## src/rtl/seq_divider.sv

```systemverilog
// Multi-cycle unsigned restoring divider: one quotient bit per clock behind a
// start/busy/done handshake. Divide by zero skips the iteration phase.
module seq_divider #(
  parameter int DW = 8,
  parameter int VW = 4
) (
  input  logic          clk,
  input  logic          rst,
  input  logic          start,
  input  logic [DW-1:0] dividend,
  input  logic [VW-1:0] divisor,
  output logic [DW-1:0] quotient,
  output logic [VW-1:0] remainder,
  output logic          busy,
  output logic          done,
  output logic          div_by_zero
);

  localparam int CW = $clog2(DW + 1);

  typedef enum logic [1:0] {
    S_IDLE,
    S_RUN,
    S_DONE
  } state_t;

  state_t        r_state;
  logic [DW-1:0] r_a;
  logic [VW-1:0] r_b;
  logic [VW-1:0] r_rem;
  logic [CW-1:0] r_cnt;
  logic [DW-1:0] r_quot;
  logic [VW-1:0] r_remout;
  logic          r_busy;
  logic          r_done;
  logic          r_dbz;

  logic [VW:0]   w_t;
  logic [VW:0]   w_diff;
  logic          w_ge;
  logic [VW-1:0] w_rem_next;
  logic [DW-1:0] w_a_next;

  // The partial remainder is always below the divisor, so only its low VW bits
  // are stored. t >= b holds when t already overflows VW bits, or when the
  // VW+1-bit difference shows no borrow.
  always_comb begin
    w_t        = {r_rem, r_a[DW-1]};
    w_diff     = w_t - {1'b0, r_b};
    w_ge       = w_t[VW] | ~w_diff[VW];
    w_rem_next = w_ge ? w_diff[VW-1:0] : w_t[VW-1:0];
    w_a_next   = {r_a[DW-2:0], w_ge};
  end

  always_ff @(posedge clk) begin
    if (rst) begin
      r_state  <= S_IDLE;
      r_a      <= '0;
      r_b      <= '0;
      r_rem    <= '0;
      r_cnt    <= '0;
      r_quot   <= '0;
      r_remout <= '0;
      r_busy   <= 1'b0;
      r_done   <= 1'b0;
      r_dbz    <= 1'b0;
    end else begin
      case (r_state)
        S_IDLE, S_DONE: begin
          r_done <= 1'b0;
          if (start) begin
            r_a   <= dividend;
            r_b   <= divisor;
            r_rem <= '0;
            r_cnt <= CW'(DW);
            if (divisor == '0) begin
              r_state  <= S_DONE;
              r_done   <= 1'b1;
              r_quot   <= '1;
              r_remout <= '0;
              r_dbz    <= 1'b1;
            end else begin
              r_state <= S_RUN;
              r_busy  <= 1'b1;
            end
          end else begin
            r_state <= S_IDLE;
          end
        end
        S_RUN: begin
          r_a   <= w_a_next;
          r_rem <= w_rem_next;
          r_cnt <= r_cnt - CW'(1);
          if (r_cnt == CW'(1)) begin
            r_state  <= S_DONE;
            r_busy   <= 1'b0;
            r_done   <= 1'b1;
            r_quot   <= w_a_next;
            r_remout <= w_rem_next;
            r_dbz    <= 1'b0;
          end
        end
        default: begin
          r_state <= S_IDLE;
          r_busy  <= 1'b0;
          r_done  <= 1'b0;
        end
      endcase
    end
  end

  assign quotient    = r_quot;
  assign remainder   = r_remout;
  assign busy        = r_busy;
  assign done        = r_done;
  assign div_by_zero = r_dbz;

endmodule

```

## config.mk

```make
export PLATFORM = sky130hd
export DESIGN_NAME = seq_divider
export DESIGN_NICKNAME = d
export VERILOG_FILES = /design/src/rtl/seq_divider.sv
export SDC_FILE = /design/constraint.sdc
export NUM_CORES = 1
export LEC_CHECK = 0
export CORE_MARGIN = 1.5
export CORE_UTILIZATION = 51
export DETAILED_ROUTE_END_ITERATION = 12
export MAX_ROUTING_LAYER = met4
export PLACE_DENSITY = 0.78
export SLEW_MARGIN = 20
export SYNTH_ARGS = -nofsm -noshare
export SYNTH_HDL_FRONTEND = slang
export SYNTH_SLANG_ARGS = --single-unit
```

## constraint.sdc

```tcl
create_clock -name clk -period 1.9 [get_ports clk]
set_input_delay 0.38 -clock clk [delete_from_list [all_inputs] [get_ports clk]]
set_output_delay 0.38 -clock clk [all_outputs]
set_load 0.02 [all_outputs]
```

**Yosys cells after proc, flatten, opt, wreduce, memory -nomap -nowiden**

Index checks and enable logic that the tools add are counted.

- Reduce and logical (&&, ||, !) cells: 8
- Multiplexer cells: 30
- $add $sub $neg: 2
- Bitwise gates (word level): 2
- Eq/ne operators: 7

Operators with widths:

| kind | count |
|---|---|
| $mux W8 | 4 |
| $pmux W8 S2 | 2 |
| $mux W4 | 6 |
| $pmux W4 S2 | 3 |
| $mux W1 | 8 |
| $ne A2 B2 Y1 const B | 4 |
| $mux W2 | 3 |
| $pmux W1 S2 | 3 |
| $sub A5 B4 Y5 | 1 |
| $eq A4 B1 Y1 const B | 1 |
| $logic_not A4 Y1 | 1 |
| $pmux W2 S2 | 1 |
| $reduce_and A2 Y1 | 2 |
| $reduce_and A4 Y1 | 1 |
| $sub A4 B1 Y4 const B | 1 |
| $reduce_and A3 Y1 | 1 |
| $eq A2 B1 Y1 const B | 1 |
| $eq A2 B2 Y1 const B | 1 |
| $logic_not A2 Y1 | 1 |
| $reduce_bool A2 Y1 | 1 |
| $reduce_or A2 Y1 | 1 |
| $not A1 Y1 | 1 |
| $or A1 B1 Y1 | 1 |

- Bits of input ports: 15
- Bits in registers: 37
- Word-level logic and storage cells: 59
- Output and inout port bits: 15

**Depth between registers and ports, before layout**

Gate-level depths: netlist of the first run.

- Depth in word-level cells: 6
- Mapped depth: 9
- Mapped depth without buffers: 8

**Worst setup path after synthesis of the first run**

No wires, ideal clock.

- Path kind: reg2reg
- Start point: reg r_a[7]
- End point: reg r_a[0]
- Data required time: 1.788 ns
- Data arrival time: 1.597 ns
- Path buffers: 0
- Stages on the path, launching flop included: 7
- Path slack: 0.191 ns
- Period minus slack after synthesis: 1.709 ns
- Library setup time: 0.112 ns
- Cell sequence: dfxtp_1 inv_1 ha_1 fa_1 nand3b_1 and2_1 a2111oi_1

- Cells in the longest elaborated chain, start to end: 4

RTL lines:

| item | line | RTL |
|---|---|---|
| start: declaration | 28 | `logic [DW-1:0] r_a;` |
| start signal: assignment | 72 | `r_a <= dividend;` |
| start signal: assignment | 91 | `r_a <= w_a_next;` |
| $sub A5 B4 Y5 | 49 | `w_diff = w_t - {1'b0, r_b};` |
| $not A1 Y1 | 50 | `w_ge = w_t[VW] \| ~w_diff[VW];` |
| $or A1 B1 Y1 | 50 |  |
| $pmux W8 S2 | 68 | `case (r_state)` |

Every way passes these cells.
A chain may end at the register's enable or synchronous reset.

**Final worst setup path of the first run**

- Start point: reg r_cnt[1]
- End point: reg r_remout[3] (netlist: remainder[3])

- Cells in the longest elaborated chain, start to end: 3

RTL lines:

| item | line | RTL |
|---|---|---|
| start: declaration | 31 | `logic [CW-1:0] r_cnt;` |
| start signal: assignment | 75 | `r_cnt <= CW'(DW);` |
| start signal: assignment | 93 | `r_cnt <= r_cnt - CW'(1);` |
| $eq A4 B1 Y1 | 94 | `if (r_cnt == CW'(1)) begin` |
| $ne A2 B2 Y1 (no line) | -- |  |
| $reduce_and A4 Y1 (no line) | -- |  |
| end signal: assignment | 99 | `r_remout <= w_rem_next;` |
| end: declaration | 33 | `logic [VW-1:0] r_remout;` |

Every way passes these cells.

==> results of run 1 <==
-- area by class of cell --
cell class | instances | area [um^2]
fillers | 261 | 902
multi-input cells | 130 | 863
flip-flops and latches | 36 | 721
repair buffers | 42 | 400
clock buffers | 7 | 65.1
well taps | 44 | 55.1
inverters | 11 | 41.3
clock inverters | 1 | 30.0
-- how the worst max path moves through the flow --
| stage | cells after the start | endpoint | start | slack [ns] |
|---|---|---|---|---|
| 2_1_floorplan | 6 | r_a[0] | r_a[7] | 0.19 |
| 3_3_place_gp | 7 | quotient[5] | divisor[3] | 0.07 |
| 3_5_place_dp | 7 | r_rem[3] | r_a[7] | 0.02 |
| 4_1_cts | 6 | r_a[0] | r_a[7] | 0.03 |
| 5_1_grt | 8 | remainder[3] | r_a[7] | -0.03 |
| 6_report | 7 | remainder[3] | r_cnt[1] | 0.04 |
-- synthesized netlist by cell type, drive strengths merged --
| library cell | count |
|---|---|
| a2111oi | 1 |
| a211oi | 3 |
| a21oi | 11 |
| a311oi | 1 |
| and2 | 1 |
| buf | 7 |
| clkbuf | 4 |
| dfxtp | 36 |
| fa | 1 |
| ha | 6 |
| inv | 11 |
| nand2 | 19 |
| nand2b | 4 |
| nand3 | 1 |
| nand3b | 1 |
| nand4b | 2 |
| nor2 | 31 |
| nor2b | 3 |
| nor3 | 15 |
| nor3b | 1 |
| nor4 | 2 |
| o21ai | 7 |
| o21bai | 1 |
| o22a | 1 |
| o22ai | 9 |
| o32ai | 4 |
| or2 | 2 |
| or4 | 1 |
| xor2 | 2 |
-- routing by layer --
layer / up-vias / wire length [um] / track usage
met2: 50 / 2000 / 0.394
met3: 6 / 214 / 0.0541
met1: 670 / 1660 / 0.264
met5: - / 0 / -
met4: 0 / 38 / 0.0730
li1: 725 / - / -
-- worst min-delay path: stages, from the launching register on --
cell and delay (ns):
dfxtp_1 0.33, nand2_1 0.05, a21oi_1 0.05
-- cells by family after synthesis --
kind of cell / share of synthesized area
flops: 0.432
xor+xnor: 0.0105
simple gates: 0.280
fa+ha+maj: 0.0570
compound gates: 0.157
buf+inv: 0.0637
-- power groups by stage --
stage	sequential (uW)	combinational, uW	clock, uW
2_1_floorplan	879	279	0
3_3_place_gp	871	412	0
3_5_place_dp	875	432	0
4_1_cts	858	439	605
5_1_grt	866	511	640
6_report	861	470	606
-- sequential cells by signal (all words and copies together), names as in the netlist --
signal	flops
r_rem	4
r_cnt	4
r_a	8
busy	1
remainder	4
div_by_zero	1
r_b	4
r_state	2
quotient	8
-- per-stage QoR --
step | std cells | setup WS [ns] | setup TNS, ns | utilization | hold slack (ns)
4_1_cts | 270 | 0.0291 | 0 | 0.698 | 0.469
3_3_place_gp | 262 | 0.0687 | 0 | 0.667 | 0.449
3_5_place_dp | 262 | 0.0243 | 0 | 0.667 | 0.453
6_report | 271 | 0.0421 | 0 | 0.707 | 0.467
2_1_floorplan | 188 | 0.191 | 0 | - | 0.436
5_1_grt | 271 | -0.0340 | -0.0340 | 0.707 | 0.489
-- repair_timing --
item,in CTS,in global routing
setup buffers,0,1
resized for setup,1,4
hold buffers,0,0
endpoints found under the setup margin,1,8
pin swaps,0,0
cloned,0,0
==> impl_results.md, run 1 <==
- Number of buffers and inverters on the critical path: 1
- Leading cell type in the layout, fill and taps excluded: dfxtp_1
- First-pass GRT wire length: 5.95 mm
- Crit path kind: register to register
- Hold EP: r_b[0]
- Delay of the slowest critical-path stage: 0.33 ns
- Gpl congestion: 0.991
- Final WL: 3.92 mm
- Worst r2r dst: remainder[3]
- FMAX: 0.538 GHz
- Tmin final: 1.86 ns
- Drt drc: 0
- Hold wc startpoint: r_b[0]
- Warnings, synthesis: 0
- Power per cell area: 890 nW/um^2
- Psw: 563 uW
- PortBufs: 29
- Comb power frac: 0.243
- Register share of total power: 0.444
- Clock Tree Buf Depth: 2
- Vias per inst: 5.35
- Clk_skew: 0.0133 ns
- Min-Delay Path Class: register to register
- Placed cell area: 2050 um^2
- Initial antenna violation count: 0
- Tightest Pin Transition: 0.392 ns
- FP Rows: 20
- Chip Height: 60.2 um
- Seq/Total Area, Yosys: 0.432
- FF+latch count, synth: 36
- Hold path depth: 2
- Max-slew violations: 0
- Critical Path End Type: register
- Slowest cell on crit path: dfxtp_1
- Area contributors post-synth: dfxtp_1, nor2_1, ha_1
- Wire length per cell: 14.5 um
- Clock buffer count from CTS: 5
- Largest area contributor in the netlist: dfxtp_1
- 1st-iter DRT viols: 85
- CP arrival: 2.13 ns
- Worst r2r src: r_cnt[1]
- R2r setup slk: 0.04 ns
- Design area: 2180 um^2
- Reg clk slew, reported paths: 0.11 ns
- Die area: 3620 um^2
- Static leakage power: 0.000819 uW
- Cell area after synthesis: 1670 um^2
- Clock share of power: 0.313
- Max cap viols: 0
- First drt pass iteration count: 4
- Top Ports: 30
- Power, Total: 1940 uW
- CP Data Required Time: 2.18 ns
- Synth Instances: 188
- CTS tree: built
- Crit path max fanout: 11
- Period utilization: 0.978
- Switching Share: 0.291
- Vias post-DR: 1,451
- Insertion delay to the later sink of the worst-skew pair: 0.34 ns
- Area grow syn2layout: 30.4%
- # diodes: 0
- Post-synth top area share: 0.432
- CP top delay family: simple AND/OR/NAND/NOR gates
- # H-tree levels: 2
- Final setup fails: 0
- Status: finished, final reports clean
- Clk root buf: clkbuf_4
- Setup crit start kind: register
- Grt ovf: 0
- Starting Density: 0.542
- Reg2Reg Depth: 7
- Max transition margin: 0.739
- Ratio of cells with drive above 1 in the final layout: 0.207
- Largest net degree at the start of global routing: 19
- Internal: 1370 uW
- Netlist cell types: 39
- Most frequent cells in the layout: dfxtp_1, clkdlybuf4s50_1, nor2_1
- Worst VDD drop: 0.611 mV
- Number of global-route vias before repair: 1,330
- Hold Vio Cnt, Final: 0
- Number of routed nets with antenna violations: 0
- Layout net count: 248
- Clk sink count: 36
- Syn_nets: 210
- Total GRT Usage: 0.230
- Mapped Avg Cell Area: 8.88 um^2
- Post-DP HPWL: 2.82 mm
- CP cell instances: inv_1 -> ha_1 -> nor3b_2 -> nand2_2 -> or2_4 -> o32ai_1 -> o21bai_1
- Die X: 60.2 um
- Core Region: 3080 um^2
No activity file was read; power rests on OpenSTA's default activity.
==> inputs of run 2 (changes only) <==
Settings changed: PLACE_DENSITY 0.78 to 0.8.
==> run 2 against run 1 <==
Compared with the run above: final area decreased by 2.5%; total power decreased by 2.0%; final cell count decreased by 1.5%; routed wire length decreased by 9.1%; largest power group unchanged; sequential cell count unchanged; die area unchanged; register-to-register slack improved by 0.10 ns; setup slack improved by 0.10 ns; non-clock buffer count decreased by 4; hold slack got worse by 0.0058 ns; fmax increased by 5.8%; sequential power decreased by 0.5%.
==> impl_results.md, run 2 (synthesized netlist as in run 1, its figures left out) <==
- Status: finished, final reports clean
- Reg clk slew, reported paths: 0.11 ns
- Clk sink count: 36
- Hold Vio Cnt, Final: 0
- Insertion delay to the later sink of the worst-skew pair: 0.35 ns
- Drt drc: 0
- Vias post-DR: 1,440
- Period utilization: 0.924
- Max-slew violations: 0
- Layout net count: 244
- CP arrival: 2.00 ns
- Largest net degree at the start of global routing: 19
- Slowest cell on crit path: fa_2
- Starting Density: 0.542
- Top Ports: 30
- Setup Fix Bufs, Post-CTS: 0
- Clock Tree Buf Depth: 2
- Chip Height: 60.2 um
- Number of routed nets with antenna violations: 0
- Area grow syn2layout: 27.1%
- Power per cell area: 895 nW/um^2
- Comb power frac: 0.226
- M2 GR Usage: 0.373
- Busiest grt layer: met2
- Clock share of power: 0.322
- Core Region: 3080 um^2
- Most frequent cells in the layout: dfxtp_1, clkdlybuf4s50_1, nor2_1
- Static leakage power: 0.000796 uW
- FP Rows: 20
- Crit path max fanout: 2
- Grt ovf: 0
- Ratio of cells with drive above 1 in the final layout: 0.184
- Critical Path End Type: register
- Final setup fails: 0
- First drt pass iteration count: 4
- Delay of the slowest critical-path stage: 0.36 ns
- Total GRT Usage: 0.232
- Register share of total power: 0.452
- Number of global-route vias before repair: 1,375
- Vias per inst: 5.39
- Place WS: 0.0385 ns
- GR Util met3: 0.0455
- CP cell instances: inv_1 -> ha_1 -> fa_2 -> nand3b_1 -> and2_1 -> nand2_1 -> o32ai_1 -> o21bai_1
- Max cap viols: 0
- Hold slack final: 0.462 ns
- Post-DP HPWL: 2.57 mm
- # H-tree levels: 2
- TNS Setup: 0 ns
- Met1 usage: 0.272
- Switching Share: 0.288
- RSZ-0062 raised after global routing: false
- Min-Delay Path Class: register to register
- Final WL: 3.56 mm
- 1st-iter DRT viols: 43
- Gpl congestion: 0.898
- Clk_skew: 0.00814 ns
- Leading cell type in the layout, fill and taps excluded: dfxtp_1
- Initial antenna violation count: 0
- Die X: 60.2 um
- Worst VDD drop: 0.609 mV
- Internal: 1350 uW
- Clk root buf: clkbuf_4
- Setup crit start kind: register
- FILL cells: 261
- CP Data Required Time: 2.14 ns
- Tmin final: 1.76 ns
- PortBufs: 29
- Crit path kind: register to register
- Psw: 548 uW
- FMAX: 0.569 GHz
- Max transition margin: 0.592
- Final WS setup: 0.144 ns
- Die area: 3620 um^2
- # diodes: 0
- Tightest Pin Transition: 0.612 ns
- Wire length per cell: 13.3 um
- First-pass GRT wire length: 6.00 mm
- Clock buffer count from CTS: 5
- CTS tree: built
==> run 2: what timing repair did <==
| action | 4_1_cts | 5_1_grt |
|---|---|---|
| setup endpoints to repair | 0 | 8 |
| resized for setup | 0 | 3 |
| hold buffers | 0 | 0 |
| hold endpoints to repair | 0 | 0 |
==> run 2: layout make-up <==
type                       instances  area [um^2]  share of cell area
clock buffer                       7         65.1              0.0307
clock inverter                     1         30.0              0.0142
inverter                          11         41.3              0.0195
multi-input combinational        130          852               0.402
sequential                        36          721               0.340
tap                               44         55.1              0.0259
timing repair buffer              38          358               0.169
==> run 2: worst max-delay path, delay by kind of cell (launching register included) <==
family,cells,cell delay (ns)
AND/OR/NAND/NOR,3,0.48
flip-flops,1,0.34
buffers and inverters,1,0.04
AO/OA/AOI/OAI,2,0.22
adder cells (fa/ha/maj),2,0.58
==> run 2: stage by stage <==
step,instances,total power [uW],util,cell area (um^2)
final,267,1900,0.689,2120
after global routing,267,1980,0.689,2120
after CTS,267,1880,0.686,2110
after detailed placement,259,1290,0.655,2020
after global placement,259,1280,0.655,2020
after floorplan,188,1160,-,1670
==> run 2: power by group through the flow <==
stage,combinational [uW],sequential (uW),clock (uW)
global route,475,866,640
floorplan,279,879,0
finish,430,857,612
global placement,405,871,0
CTS,419,856,609
detailed placement,417,873,0
==> run 2: worst paths after layout <==
check,from,to,slack [ns],depth (start not counted)
max,r_a[7],remainder[3],0.14,8
min,r_b[3],r_b[3],0.46,2
max reg2reg,r_a[7],remainder[3],0.14,8
min reg2reg,r_b[3],r_b[3],0.46,2
==> run 2: routing by layer <==
layer	wire, um	vias up
met5	0	-
met4	78	0
met3	123	8
met2	1710	33
met1	1650	679
li1	-	720
